$ cat config.mk
export PLATFORM = sky130hd
export DESIGN_NAME = xgmii_rx_stats
export DESIGN_NICKNAME = d
export VERILOG_FILES = /design/src/rtl/xgmii_rx_stats_pkg.sv /design/src/rtl/xgmii_rx_stats_term_detect.sv /design/src/rtl/xgmii_rx_stats.sv
export SDC_FILE = /design/constraint.sdc
export NUM_CORES = 1
export LEC_CHECK = 0
export BUFFER_PORTS_ARGS = -buffer_cell sky130_fd_sc_hd__buf_2
export CORE_MARGIN = 3
export CORE_UTILIZATION = 45
export CTS_CLUSTER_DIAMETER = 100
export DETAILED_ROUTE_END_ITERATION = 8
export PLACE_DENSITY = 0.74
export SETUP_SLACK_MARGIN = 0.1
export SYNTH_ARGS = -nofsm -noshare
export SYNTH_HDL_FRONTEND = slang
export SYNTH_SLANG_ARGS = --single-unit
$ cat constraint.sdc
create_clock -name sys_clk -period 5.8 [get_ports sys_clk]
set_input_delay 1.16 -clock sys_clk [delete_from_list [all_inputs] [get_ports sys_clk]]
set_output_delay 1.16 -clock sys_clk [all_outputs]
set_load 0.02 [all_outputs]
$ cat src/rtl/xgmii_rx_stats_pkg.sv
// Shared XGMII receive definitions: setup macros, control characters and parser states.
`ifndef XGMII_SETUP_DEFINES
`define XGMII_SETUP_DEFINES
`define MAGIC_CODE  40'h5A_C3_96_3C_A5
`define XGMII_START 8'hFB
`define XGMII_TERM  8'hFD
`define XGMII_IDLE  8'h07
`endif

package xgmii_rx_stats_pkg;

    localparam logic [7:0]  XGMII_START     = `XGMII_START;
    localparam logic [7:0]  XGMII_TERM      = `XGMII_TERM;
    localparam logic [7:0]  XGMII_IDLE      = `XGMII_IDLE;
    localparam logic [16:0] MIN_FRAME_BYTES = 17'd64;

    typedef enum logic [1:0] {
        ST_IDLE,
        ST_RECV,
        ST_DROP
    } rx_state_e;

    function automatic logic [7:0] lane(input logic [63:0] word, input int n);
        return word[8*n +: 8];
    endfunction

endpackage

$ cat src/rtl/xgmii_rx_stats_term_detect.sv
// Combinational terminate detector: flags an FD control byte and reports the lowest lane holding one.
module xgmii_term_detect
    import xgmii_rx_stats_pkg::*;
(
    input  logic [63:0] rxd,
    input  logic [7:0]  rxc,
    output logic        term,
    output logic [2:0]  term_lane
);

    // Scanning from lane 7 down leaves the lowest matching lane as the final assignment.
    always_comb begin
        term      = 1'b0;
        term_lane = 3'd0;
        for (int i = 7; i >= 0; i--) begin
            if (rxc[i] && (rxd[8*i +: 8] == XGMII_TERM)) begin
                term      = 1'b1;
                term_lane = 3'(i);
            end
        end
    end

endmodule

$ cat src/rtl/xgmii_rx_stats.sv
// XGMII receive statistics: frame parsing, probe qualification, latency/IP capture
// and per-window frame and byte counters.
module xgmii_rx_stats
    import xgmii_rx_stats_pkg::*;
#(
    parameter logic [39:0] MAGIC   = `MAGIC_CODE,
    parameter logic [31:0] SAT_PPS = 32'hffffffff
) (
    input  logic        sys_clk,
    input  logic        sys_rst,
    input  logic        sec_oneshot,
    input  logic [31:0] global_counter,
    input  logic [63:0] xgmii_rxd,
    input  logic [7:0]  xgmii_rxc,
    output logic [31:0] rx_pps,
    output logic [31:0] rx_throughput,
    output logic [23:0] rx_latency,
    output logic [31:0] rx_ipv4_ip
);

    rx_state_e   state;
    rx_state_e   state_next;
    logic [3:0]  word_idx;
    logic [15:0] byte_cnt;
    logic        probe_ok;
    logic [23:0] lat_cap;
    logic [31:0] ip_cap;
    logic [31:0] pps_acc;
    logic [31:0] byte_acc;

    logic        term;
    logic [2:0]  term_lane;
    logic        start;
    logic        in_data;
    logic [16:0] frame_bytes;
    logic [31:0] frame_bytes_ext;
    logic        commit_frame;
    logic        commit_probe;
    logic [32:0] byte_sum;
    logic [31:0] byte_next;
    logic [31:0] pps_next;
    logic        unused_gc;

    xgmii_term_detect u_term_detect (
        .rxd       (xgmii_rxd),
        .rxc       (xgmii_rxc),
        .term      (term),
        .term_lane (term_lane)
    );

    assign start           = xgmii_rxc[0] && (xgmii_rxd[7:0] == XGMII_START);
    assign in_data         = (state == ST_RECV) && !start && (xgmii_rxc == 8'h00);
    assign frame_bytes     = {1'b0, byte_cnt} + {14'd0, term_lane};
    assign frame_bytes_ext = {15'd0, frame_bytes};
    assign commit_frame    = (state == ST_RECV) && !start && term && (frame_bytes >= MIN_FRAME_BYTES);
    assign commit_probe    = commit_frame && probe_ok;
    assign byte_sum        = {1'b0, byte_acc} + {1'b0, frame_bytes_ext};
    assign byte_next       = byte_sum[32] ? 32'hffffffff : byte_sum[31:0];
    assign pps_next        = (pps_acc >= SAT_PPS) ? SAT_PPS : pps_acc + 32'd1;
    assign unused_gc       = ^global_counter[31:24];

    always_ff @(posedge sys_clk) begin
        if (sys_rst) state <= ST_IDLE;
        else         state <= state_next;
    end

    // A start character always wins, abandoning whatever frame was in progress.
    always_comb begin
        state_next = state;
        if (start) begin
            state_next = ST_RECV;
        end else begin
            case (state)
                ST_RECV: begin
                    if (term)                      state_next = ST_IDLE;
                    else if (xgmii_rxc != 8'h00)   state_next = ST_DROP;
                end
                ST_DROP: if (term) state_next = ST_IDLE;
                default: ;
            endcase
        end
    end

    always_ff @(posedge sys_clk) begin
        if (sys_rst) begin
            word_idx <= '0;
            byte_cnt <= '0;
            probe_ok <= 1'b0;
            lat_cap  <= '0;
            ip_cap   <= '0;
        end else if (start) begin
            word_idx <= 4'd1;
            byte_cnt <= '0;
            probe_ok <= 1'b1;
        end else if (in_data) begin
            if (word_idx != 4'd15) word_idx <= word_idx + 4'd1;
            byte_cnt <= (byte_cnt > 16'hFFF7) ? 16'hFFFF : byte_cnt + 16'd8;
            case (word_idx)
                4'd2: if (lane(xgmii_rxd, 4) != 8'h08 || lane(xgmii_rxd, 5) != 8'h00 ||
                          lane(xgmii_rxd, 6) != 8'h45) probe_ok <= 1'b0;
                4'd3: if (lane(xgmii_rxd, 7) != 8'h11) probe_ok <= 1'b0;
                4'd4: ip_cap[31:16] <= {lane(xgmii_rxd, 6), lane(xgmii_rxd, 7)};
                4'd5: ip_cap[15:0]  <= {lane(xgmii_rxd, 0), lane(xgmii_rxd, 1)};
                4'd6: if ({lane(xgmii_rxd, 2), lane(xgmii_rxd, 3), lane(xgmii_rxd, 4),
                           lane(xgmii_rxd, 5), lane(xgmii_rxd, 6)} != MAGIC) probe_ok <= 1'b0;
                4'd7: lat_cap <= global_counter[23:0] -
                                 {lane(xgmii_rxd, 0), lane(xgmii_rxd, 1), lane(xgmii_rxd, 2)};
                default: ;
            endcase
        end
    end

    // A commit coinciding with the window pulse seeds the fresh accumulators instead of the old ones.
    always_ff @(posedge sys_clk) begin
        if (sys_rst) begin
            rx_pps        <= '0;
            rx_throughput <= '0;
            rx_latency    <= '0;
            rx_ipv4_ip    <= '0;
            pps_acc       <= '0;
            byte_acc      <= '0;
        end else begin
            if (commit_probe) begin
                rx_latency <= lat_cap;
                rx_ipv4_ip <= ip_cap;
            end
            if (sec_oneshot) begin
                rx_pps        <= pps_acc;
                rx_throughput <= byte_acc;
                pps_acc       <= (commit_probe && SAT_PPS != 32'd0) ? 32'd1 : 32'd0;
                byte_acc      <= commit_frame ? frame_bytes_ext : 32'd0;
            end else begin
                if (commit_probe) pps_acc  <= pps_next;
                if (commit_frame) byte_acc <= byte_next;
            end
        end
    end

endmodule

Word level (Yosys, flattened, before mapping)

Cells that the tools add are included.
W data, S select, Z words.

Add/subtract/negate cells: 6
Equality and inequality tests: 29
Bitwise logic cells: 1
Order comparisons: 3
Reductions and logical operators: 36
Mux-type cells: 39

Operator list:

| cell                    | count |
|---|---|
| $mux W32                | 6 |
| $eq A8 B8 Y1 const B    | 9 |
| $ne A40 B39 Y1 const B  | 1 |
| $add A32 B17 Y33        | 1 |
| $add A32 B1 Y32 const B | 1 |
| $ge A32 B32 Y1 const B  | 1 |
| $mux W3                 | 8 |
| $sub A24 B24 Y24        | 1 |
| $mux W1                 | 18 |
| $add A16 B3 Y17         | 1 |
| $ge A17 B7 Y1 const B   | 1 |
| $mux W17                | 1 |
| $add A16 B4 Y16 const B | 1 |
| $eq A4 B3 Y1 const B    | 4 |
| $gt A16 B16 Y1 const B  | 1 |
| $mux W16                | 1 |
| $reduce_bool A8 Y1      | 2 |
| $reduce_and A3 Y1       | 5 |
| $logic_and A1 B1 Y1     | 14 |
| $ne A3 B3 Y1 const B    | 4 |
| $reduce_bool A2 Y1      | 5 |
| $eq A4 B2 Y1 const B    | 2 |
| $logic_not A8 Y1        | 1 |
| $ne A8 B4 Y1 const B    | 1 |
| other kinds (20)        | 24 |

Output and inout bits: 120
Flip-flop bits (word level): 263

Longest topological paths before layout

Depth after elaboration: 16
Depth in mapped cells: 24
Depth with buffers taken out: 23

By module

A second synthesis with hierarchy kept.

Cell total of the unflattened synthesis: 1609
Area, all modules: 13042.5 um2

By module, submodules not included:

| module            | area each (um2) | times used | cells an instance |
|---|---|---|---|
| xgmii_rx_stats    | 12726.0         | 1          | 1562 |
| xgmii_term_detect | 316.6           | 1          | 47 |

Worst setup path after synthesis

OpenSTA, ideal clock, no wires.

Kind: input to register
From: input port xgmii_rxd[49]
To: register byte_acc[25]
Library setup time: 0.142 ns
Buffers on the path: 1
Stages: 23
Arrival: 5.489 ns
Path slack: 0.169 ns
Cells stage by stage: nand3b_1 nor3_1 inv_1 a21oi_1 nor2_1 nor2_1 o21ba_2 nor2_1 ha_1 fa_1 a21oi_1 nor3_1 xor2_1 ha_1 a211oi_1 nor2_1 o41a_1 a31o_2 or2_2 a31o_2 clkbuf_1 a41oi_1 a311oi_1

Cells in the longest elaborated chain, start to end: 14

Ends and longest elaborated chain:

| what                  | RTL line                         | RTL |
|---|---|---|
| start, declared       | xgmii_rx_stats.sv:13             | `input logic [63:0] xgmii_rxd,` |
| $eq A8 B8 Y1 *        | xgmii_rx_stats_term_detect.sv:16 | `if (rxc[i] && (rxd[8*i +: 8] == XGMII_TERM)) begin` |
| $logic_and A1 B1 Y1 * | xgmii_rx_stats_term_detect.sv:16 |  |
| $mux W3 (7 in series) | xgmii_rx_stats_term_detect.sv:16 |  |
| $add A16 B3 Y17       | xgmii_rx_stats.sv:53             | `assign frame_bytes = {1'b0, byte_cnt} + {14'd0, term_lane};` |
| $add A32 B17 Y33      | xgmii_rx_stats.sv:57             | `assign byte_sum = {1'b0, byte_acc} + {1'b0, frame_bytes_ext};` |
| $mux W32              | xgmii_rx_stats.sv:58             | `assign byte_next = byte_sum[32] ? 32'hffffffff : byte_sum[31:0];` |
| $mux W32              | xgmii_rx_stats.sv:134            | `if (commit_frame) byte_acc <= byte_next;` |
| $mux W32              | xgmii_rx_stats.sv:127            | `if (sec_oneshot) begin` |
| end signal, assigned  | xgmii_rx_stats.sv:131            | `byte_acc <= commit_frame ? frame_bytes_ext : 32'd0;` |
| end signal, assigned  | xgmii_rx_stats.sv:134            |  |
| end, declared         | xgmii_rx_stats.sv:29             | `logic [31:0] byte_acc;` |

Every way passes the cells marked *; elsewhere a longest branch is shown, timed or not. The select of a mux whose other input is x is not followed.
A chain may end at the register's enable or synchronous reset.

Worst setup path in the final report

From: input port xgmii_rxd[15]
To: register byte_acc[27]

Cells in the longest elaborated chain, start to end: 9

Ends and longest elaborated chain:

| what                  | RTL line |
|---|---|
| $eq A8 B8 Y1 *        | xgmii_rx_stats_term_detect.sv:16 |
| $logic_and A1 B1 Y1 * | xgmii_rx_stats_term_detect.sv:16 |
| $mux W3 (2 in series) | xgmii_rx_stats_term_detect.sv:16 |
| $add A16 B3 Y17       | xgmii_rx_stats.sv:53 |
| $add A32 B17 Y33      | xgmii_rx_stats.sv:57 |
| $mux W32              | xgmii_rx_stats.sv:58 |
| $mux W32              | xgmii_rx_stats.sv:134 |
| $mux W32              | xgmii_rx_stats.sv:127 |

Marks and branches as above.

==> results.md <==
- Outcome: completed
- Clock Tree Root: clkbuf_16
- DIE WIDTH: 176 µm
- Syn. warnings: 0
- Syn Area/Cell: 8.20 µm²
- Area Growth Syn to Fin: 19.7%
- Nets: 1979
- Synth top area cells: dfxtp_1 (40%), nand2_1 (7.2%), a21oi_1 (6.8%)
- WL per Instance: 16.6 µm
- Async SR Flop Fraction: 0%
- Post-DP Area: 0.0148 mm²
- First-pass GRT wire length: 59300 µm
- RSZ-0062 raised after global routing: yes
- Site row count: 61
- Fill count: 2683
- Clock transition at the registers of the reported paths: 0.06 ns
- Multi-input gate area in the final layout: 0.00728 mm²
- Worst rel slew slack: 23.2%
- Seq/Total Area, Yosys: 40.0%
- Hold slack: 0.450 ns
- Synth top area share: 40.0%
- Slew @ Worst Pin: 1.15 ns
- Max FO, Critical Path: 6
- Clock Path Buffers: 3
- Min-Delay Path Class: flip-flop to flip-flop
- Drt pass-1 iters: 6
- Share of cells above drive strength 1: 19.6%
- Clock sinks: 261
- Kind of critical path: primary input to flip-flop
- FMAX: 186 MHz
- Max-cap violations: 0
- Vias in the first global route: 11800
- Min Tclk post-route: 5.39 ns
- IO buf count: 218
- Largest area contributor in the netlist: dfxtp_1
- Final period util: 92.9%
- Hold buffers post-CTS: 0
- Post-route ant nets: 0
- Slew Viols, Final: 0
- Via count: 12400
- Post-DP HPWL: 27100 µm
- Pwr Density: 241 mW/mm²
- Post-Synthesis Cells: 1595
- Max H-tree Level: 1
- Register Area: 0.00523 mm²
- Flop and latch count out of synthesis: 261
- GR Util met1: 28.4%
- GR Layer Usage met3: 5.05%
- Post-route cell area: 0.0157 mm²
- Final-report hold violation count: 0
- Routed WL: 36800 µm
- Antenna violations before repair: 2
- CP Capture Type: flip-flop
- Gpl congestion: 0.943
- Critical path arrival: 5.82 ns
- Post-Syn Area: 0.0131 mm²
- Via density: 5.60
- Die height: 176 µm
- Grt ovf: 0
- Leakage: 6.62 nW
- EDFF count, synth: 0
- Initial Utilization: 46.3%
- Initial DRC Count: 836
- DRC viols: 0
- I/O Pins: 227
- Placeable Area: 0.0282 mm²
- Post-synth top flop: dfxtp_1
- Die ar.: 0.0311 mm²
- Num CTS Buffers: 27
- Sum Neg Setup Slack: 0 ns
- Global route hottest layer: met2
- Skew-Pair Late Insertion Delay: 0.54 ns
- Crit path launch type: primary input
- Total nets after synthesis: 1754
- Worst Path Required: 6.23 ns
- Met2 usage: 38.8%
- Largest net degree at the start of global routing: 114
- Overall Global Routing Usage: 22.8%
- Final clock skew: 0.0217 ns
- TritonCTS clock tree: built
- Final setup viols: 0
- Number of distinct library cells after synthesis: 80
- Maximum VDD drop: 0.000195 V
[repair_timing]
| action | CTS | global route |
|---|---|---|
| setup endpoints to repair | 0 | 28 |
| buffers inserted | 0 | 0 |
| resized for setup | 0 | 5 |
[final cells by class]
cell class | instances | share of cell area [%]
Timing Repair Buffer | 287 | 10.4
Sequential cell | 261 | 33.4
Clock inverter | 12 | 0.911
Multi-Input combinational cell | 1195 | 46.5
Antenna cell | 1 | 0.0160
Clock buffer | 38 | 4.64
Tap cell | 378 | 3.02
Inverter | 48 | 1.15
[logic make-up (layout without fill, tap and decap cells)]
family | after synthesis | in the layout | synth area share [%]
XOR/XNOR | 50 | 50 | 3.35
multiplexers | 70 | 70 | 5.36
AO/OA/AOI/OAI | 366 | 366 | 17.5
AND/OR/NAND/NOR | 657 | 657 | 24.0
flip-flops | 261 | 261 | 40.0
buffers and inverters | 139 | 385 | 4.69
adder cells (fa/ha/maj) | 52 | 52 | 5.15
other | 0 | 1 | 0
[cell usage after synthesis, types with 8 or more instances]
cell	instances
dfxtp_1	261
nand2_1	250
a21oi_1	178
nor2_1	149
mux2i_1	70
clkbuf_1	51
ha_1	49
inv_1	48
nor3_1	47
nand3_1	40
o21ai_0	40
nand4_1	31
xnor2_1	29
a211oi_1	23
nor4_1	23
and3_1	22
xor2_1	21
buf_2	20
a21o_1	16
a311oi_1	15
nor2b_1	14
nand3b_1	12
o21a_1	11
a31oi_1	9
buf_4	9
or2_2	9
and4_1	8
or3_1	8
[worst max-delay path, cell delays in order]
cell and delay, ns:
buf_2 0.15, nand4_1 0.11, nor4_1 0.50, o21ba_2 0.24, nor2_1 0.22, ha_1 0.25
fa_1 0.26, a21oi_4 0.09, nor3_1 0.25, xor2_1 0.26, ha_1 0.29, a211oi_1 0.25
nor2_1 0.10, o41a_1 0.35, a31o_2 0.27, or2_2 0.31, a31o_2 0.30, and4_1 0.22
a221oi_1 0.24
[worst paths after layout]
| kind | startpoint | end | slack [ns] | cells after the start |
|---|---|---|---|---|
| worst max-delay path | xgmii_rxd[15] | byte_acc[27]$_SDFFE_PP0P_ | 0.41 | 19 |
| worst min-delay path | lat_cap[13]$_SDFFE_PP0P_ | rx_latency[13]$_SDFFE_PP0P_ | 0.45 | 2 |
| worst max register to register | byte_cnt[1]$_SDFFE_PP0P_ | byte_acc[27]$_SDFFE_PP0P_ | 1.77 | 14 |
| worst min register to register | lat_cap[13]$_SDFFE_PP0P_ | rx_latency[13]$_SDFFE_PP0P_ | 0.45 | 2 |
[power breakdown]
group / internal (W) / switching (W)
sequential: 0.00179 / 0.0000000656
combinational: 0.000103 / 0.000151
clock: 0.00101 / 0.000714
[layout by cell type (no fill, tap or decap), drive strengths merged, types with 7 or more instances in the layout]
| cell | n |
|---|---|
| a211oi | 24 |
| a21o | 16 |
| a21oi | 180 |
| a221oi | 7 |
| a22oi | 7 |
| a311oi | 16 |
| a31oi | 9 |
| and2 | 7 |
| and3 | 22 |
| and4 | 9 |
| buf | 287 |
| clkbuf | 38 |
| clkinv | 8 |
| dfxtp | 261 |
| ha | 49 |
| inv | 49 |
| mux2i | 70 |
| nand2 | 251 |
| nand3 | 40 |
| nand3b | 12 |
| nand4 | 32 |
| nor2 | 151 |
| nor2b | 14 |
| nor3 | 48 |
| nor4 | 23 |
| o21a | 11 |
| o21ai | 43 |
| or2 | 9 |
| or3 | 9 |
| xnor2 | 29 |
| xor2 | 21 |
[per-layer routing]
layer | vias to the layer above | routed length, µm | share of wire, %
met5 | - | 13 | 0.035
met2 | 401 | 17100 | 46
met1 | 5824 | 15900 | 43
met4 | 2 | 1380 | 3.7
met3 | 74 | 2500 | 6.8
li1 | 6139 | - | -
[sequential cells by signal, summed over array words and instances, names as in the netlist, 2 cells and up]
signal and flops:
state 2, rx_throughput 32, word_idx 4, ip_cap 32
rx_ipv4_ip 32, byte_acc 32, rx_latency 24, lat_cap 24
byte_cnt 14, pps_acc 32, rx_pps 32
[through the flow]
step	utilization, %	total power (W)	std cells	setup slack [ns]
after detailed placement	52.3	0.00208	2169	-0.244
after global routing	55.4	0.00390	2219	0.0833
after floorplan	-	0.00199	1595	0.169
after CTS	55.4	0.00381	2219	0.259
final	55.5	0.00377	2220	0.414
after global placement	52.3	0.00208	2169	-0.179
No activity file was read; power rests on OpenSTA's default activity.
